==> src/rtl/flit_link_tx.sv <==
// flit_link_tx: drains the per-port flit FIFO onto the inter-router link.
// Credits are taken when a read is issued, so each flit in flight already owns
// its downstream slot. The read-to-link path has a fixed 2-cycle latency.
module flit_link_tx #(
  parameter int CREDITS = 8,
  parameter int CW      = 4
) (
  input  logic          clk,
  input  logic          rst,
  input  logic          enable,
  input  logic [3:0]    fifo_count,
  output logic          fifo_read,
  input  logic [7:0]    fifo_data,
  output logic [7:0]    tx_data,
  output logic          tx_valid,
  input  logic          credit_in,
  output logic [CW-1:0] credits,
  output logic          credit_err,
  output logic [7:0]    flit_cnt,
  output logic          busy
);
  localparam int            STAGES = 2;
  localparam logic [CW-1:0] CMAX   = CW'(CREDITS);

  // vld_pipe[1] = rd_v (FIFO data arrives this cycle), vld_pipe[STAGES] = tx_valid
  logic [STAGES:1] vld_pipe;

  // rst is folded in so no read strobe escapes while reset is held
  assign fifo_read = rst & enable & (fifo_count != 4'd0) & (credits != '0);
  assign tx_valid  = vld_pipe[STAGES];
  assign busy      = |vld_pipe;

  // valid shift register: one bit per flit from read issue to link
  always_ff @(posedge clk or negedge rst) begin
    if (!rst) vld_pipe <= '0;
    else      vld_pipe <= {vld_pipe[STAGES-1:1], fifo_read};
  end

  // capture FIFO output onto the link and count transmitted flits
  always_ff @(posedge clk or negedge rst) begin
    if (!rst) begin
      tx_data  <= 8'h00;
      flit_cnt <= 8'h00;
    end else if (vld_pipe[STAGES-1]) begin
      tx_data  <= fifo_data;
      flit_cnt <= flit_cnt + 8'd1;
    end
  end

  // credit counter; a return with no read while full is an overflow
  always_ff @(posedge clk or negedge rst) begin
    if (!rst) begin
      credits    <= CMAX;
      credit_err <= 1'b0;
    end else begin
      case ({fifo_read, credit_in})
        2'b10: credits <= credits - 1'b1;
        2'b01: begin
          if (credits == CMAX) credit_err <= 1'b1;
          else                 credits    <= credits + 1'b1;
        end
        default: ;
      endcase
    end
  end
endmodule

==> config.mk <==
export PLATFORM = sky130hd
export DESIGN_NAME = flit_link_tx
export DESIGN_NICKNAME = d
export VERILOG_FILES = /design/src/rtl/flit_link_tx.sv
export SDC_FILE = /design/constraint.sdc
export NUM_CORES = 1
export LEC_CHECK = 0
export CAP_MARGIN = 30
export CORE_AREA = 4 4 57 59
export DETAILED_ROUTE_END_ITERATION = 7
export DIE_AREA = 0 0 61 63
export GPL_TIMING_DRIVEN = 1
export PLACE_DENSITY = 0.72
export SKIP_CTS_REPAIR_TIMING = 1
export SLEW_MARGIN = 20
export SYNTH_ARGS = -nofsm -noshare
export SYNTH_HDL_FRONTEND = slang
export SYNTH_SLANG_ARGS = --single-unit
==> constraint.sdc <==
create_clock -name clk -period 3.3 [get_ports clk]
set_input_delay 0.66 -clock clk [delete_from_list [all_inputs] [get_ports clk]]
set_output_delay 0.66 -clock clk [all_outputs]
set_load 0.01 [all_outputs]
==> flow_metrics.env <==
export IMPL_grt_max_degree=24
export IMPL_ios=40
export IMPL_hp_class="register to register"
export IMPL_htreeDepth=1
export IMPL_whs_ps=474
export IMPL_clk_latency_ps=300
export IMPL_yosysWarnings=0
export IMPL_synth_flop_cell="dfrtp_1"
export IMPL_start_util=0.406
export IMPL_io_buffer_count=39
export IMPL_vias=830
export IMPL_fp_dieH_microns=63
export IMPL_synth_common_cells="dfrtp_1 (22), mux2_2 (9), nor2_1 (7)"
export IMPL_slew_violations=0
export IMPL_synth_top_area_share=0.501
export IMPL_status="finished, final reports clean"
export IMPL_slew_headroom=0.622
export IMPL_worstSetupStartpointType="input pin"
export IMPL_cp_end_kind="primary output"
export IMPL_crit_fanout=6
export IMPL_ant_nets=0
export IMPL_grt_pass1_vias=896
export IMPL_grt_pass1_wl_mm=4.15
export IMPL_drt_pre_antenna_iters=3
export IMPL_wl_met1_mm=1.04
export IMPL_die_x_microns=61
export IMPL_crit_required_ps=2640
export IMPL_top_layer_used="met4"
export IMPL_fp_coreArea_sq_um=2710
export IMPL_rsz0062_at_grt="false"
export IMPL_hold_viol=0
export IMPL_synthTopCellsByArea="dfrtp_1 (50%), mux2_2 (9.2%), xnor2_1 (4.0%)"
export IMPL_final_nets=154
export IMPL_clock_skew_ps=4.46
export IMPL_yosys_area_top_type="dfrtp_1"
export IMPL_ys_ff_latch=23
export IMPL_critPathKind="input pin to primary output"
export IMPL_drv_cap=0
export IMPL_cts_tree="yes"
export IMPL_wire_per_inst_microns=14.5
export IMPL_wl_met2_mm=1.19
export IMPL_max_freq_ghz=0.333
export IMPL_ir_drop_mv=0.427
export IMPL_grt_total_usage=0.138
export IMPL_synthCells=90
export IMPL_postRouteWirelength_mm=2.37
export IMPL_layout_min_cycle_time_ps=3000
export IMPL_finalSetupTns_ps=0
export IMPL_setup_violations=0
export IMPL_utilization=0.576
export IMPL_synthToLayoutAreaGrowth_pct=41.9
export IMPL_drt_iter0_markers=22
export IMPL_worst_pin_slew_ps=562
export IMPL_avgSynthCellArea_sq_um=12.2
export IMPL_power_per_cell_area_nw_per_um2=778
export IMPL_arrival_ps=2340
export IMPL_cts_sinks=23
export IMPL_yosys_cell_count_top_type="dfrtp_1"
export IMPL_diodes=0
export IMPL_dpl_hpwl_mm=1.90
export IMPL_wl_met3_microns=134
export IMPL_overflow=0
export IMPL_postSynth_asyncResetShare=1.00
export IMPL_synth_cell_types=31
export IMPL_clockBufferDepth=2
export IMPL_syn_nets=110
export IMPL_drc=0
export IMPL_antenna_found_initial=0
export IMPL_die_area_sq_um=3840
export IMPL_fin_crit_sh=0.910
export IMPL_cts_made_buffers=3
export IMPL_final_layout_size_suffix_gt1_frac=0.180
export IMPL_p_leak_nw=0.659
export IMPL_core_rowCount=19
export IMPL_gp_congestion=0.910
export IMPL_synth_edff_count=0
export IMPL_vias_per_cell=5.06
export IMPL_clockRootBuffer="clkbuf_4"
export IMPL_synth_seq_area_share=0.524
export IMPL_clk_transition_reported_paths_ps=120
export IMPL_synth_area_sq_um=1100
-- power by group --
part	internal (W)	total [W]	switching [W]
combinational	0.000354	0.000577	0.000223
clock	0.0000470	0.000126	0.0000787
sequential	0.000388	0.000511	0.000123
total	0.000789	0.00121	0.000424
-- placed cells by master, fill, tap and decap left out, types with 2 or more instances in the layout --
cell and n:
clkbuf_4 3, xor2_1 5, o21ai_0 2, mux2_2 9
nor2_1 7, dfrtp_1 22, nor3_2 2, a21oi_1 2
clkdlybuf4s50_1 39, mux2i_1 2, xnor2_1 5, nand3_1 4
nand2_1 5, buf_4 4, ha_1 3, or2_2 2
nand4_1 2
-- logic make-up (layout without fill, tap and decap cells) --
family,count (synthesis),count (layout),synth area share
xor gates and xnor gates,10,10,0.0796
buffers and inverters,4,47,0.0227
muxes,11,11,0.110
AOI/OAI and AO/OA,11,11,0.0694
and+or+nand+nor,27,27,0.141
DFF,23,23,0.524
adders and majority gates,4,4,0.0523
-- flip-flops by register name (all words and copies together) (netlist names) --
signal / count
vld_pipe: 2
credits: 4
tx_data: 8
flit_cnt: 8
credit_err: 1
-- per-layer routing --
layer	up-vias	track usage
li1	405	-
met1	399	0.192
met2	24	0.217
met3	2	0.0269
met4	0	0.0325
met5	-	0
-- metrics by stage --
step | power [W] | instance area, sq um | cells | worst slack (ps)
floorplan | 0.000784 | 1100 | 90 | 594
global placement | 0.00108 | 1530 | 160 | 284
detailed placement | 0.00110 | 1530 | 160 | 155
CTS | 0.00123 | 1560 | 164 | 281
global route | 0.00131 | 1560 | 164 | 202
finish | 0.00121 | 1560 | 164 | 296
-- final timing paths --
kind                              from     endpoint  slack (ps)  cells after the start
setup / recovery                   rst    fifo_read         300                      5
hold / removal             flit_cnt[7]  flit_cnt[7]         470                      1
setup reg to reg            credits[1]   credits[3]         730                      8
hold reg to reg            flit_cnt[7]  flit_cnt[7]         470                      1
max in group asynchronous          rst   credits[3]        2260                      2
min in group asynchronous          rst   tx_data[2]         770                      2
-- worst max-delay path, stage by stage --
cell and delay, ps:
clkdlybuf4s50_1 500, nand2_1 70, or2_2 350, nor2_1 180
clkdlybuf4s50_1 570
-- cell type report --
class,instances,area [sq um]
fillers,250,1150
repair buffers,43,420
flip-flops and latches,23,577
multi-input cells,63,498
well taps,31,38.8
clock buffers,4,26.3
(Power assumes the default switching activity.)
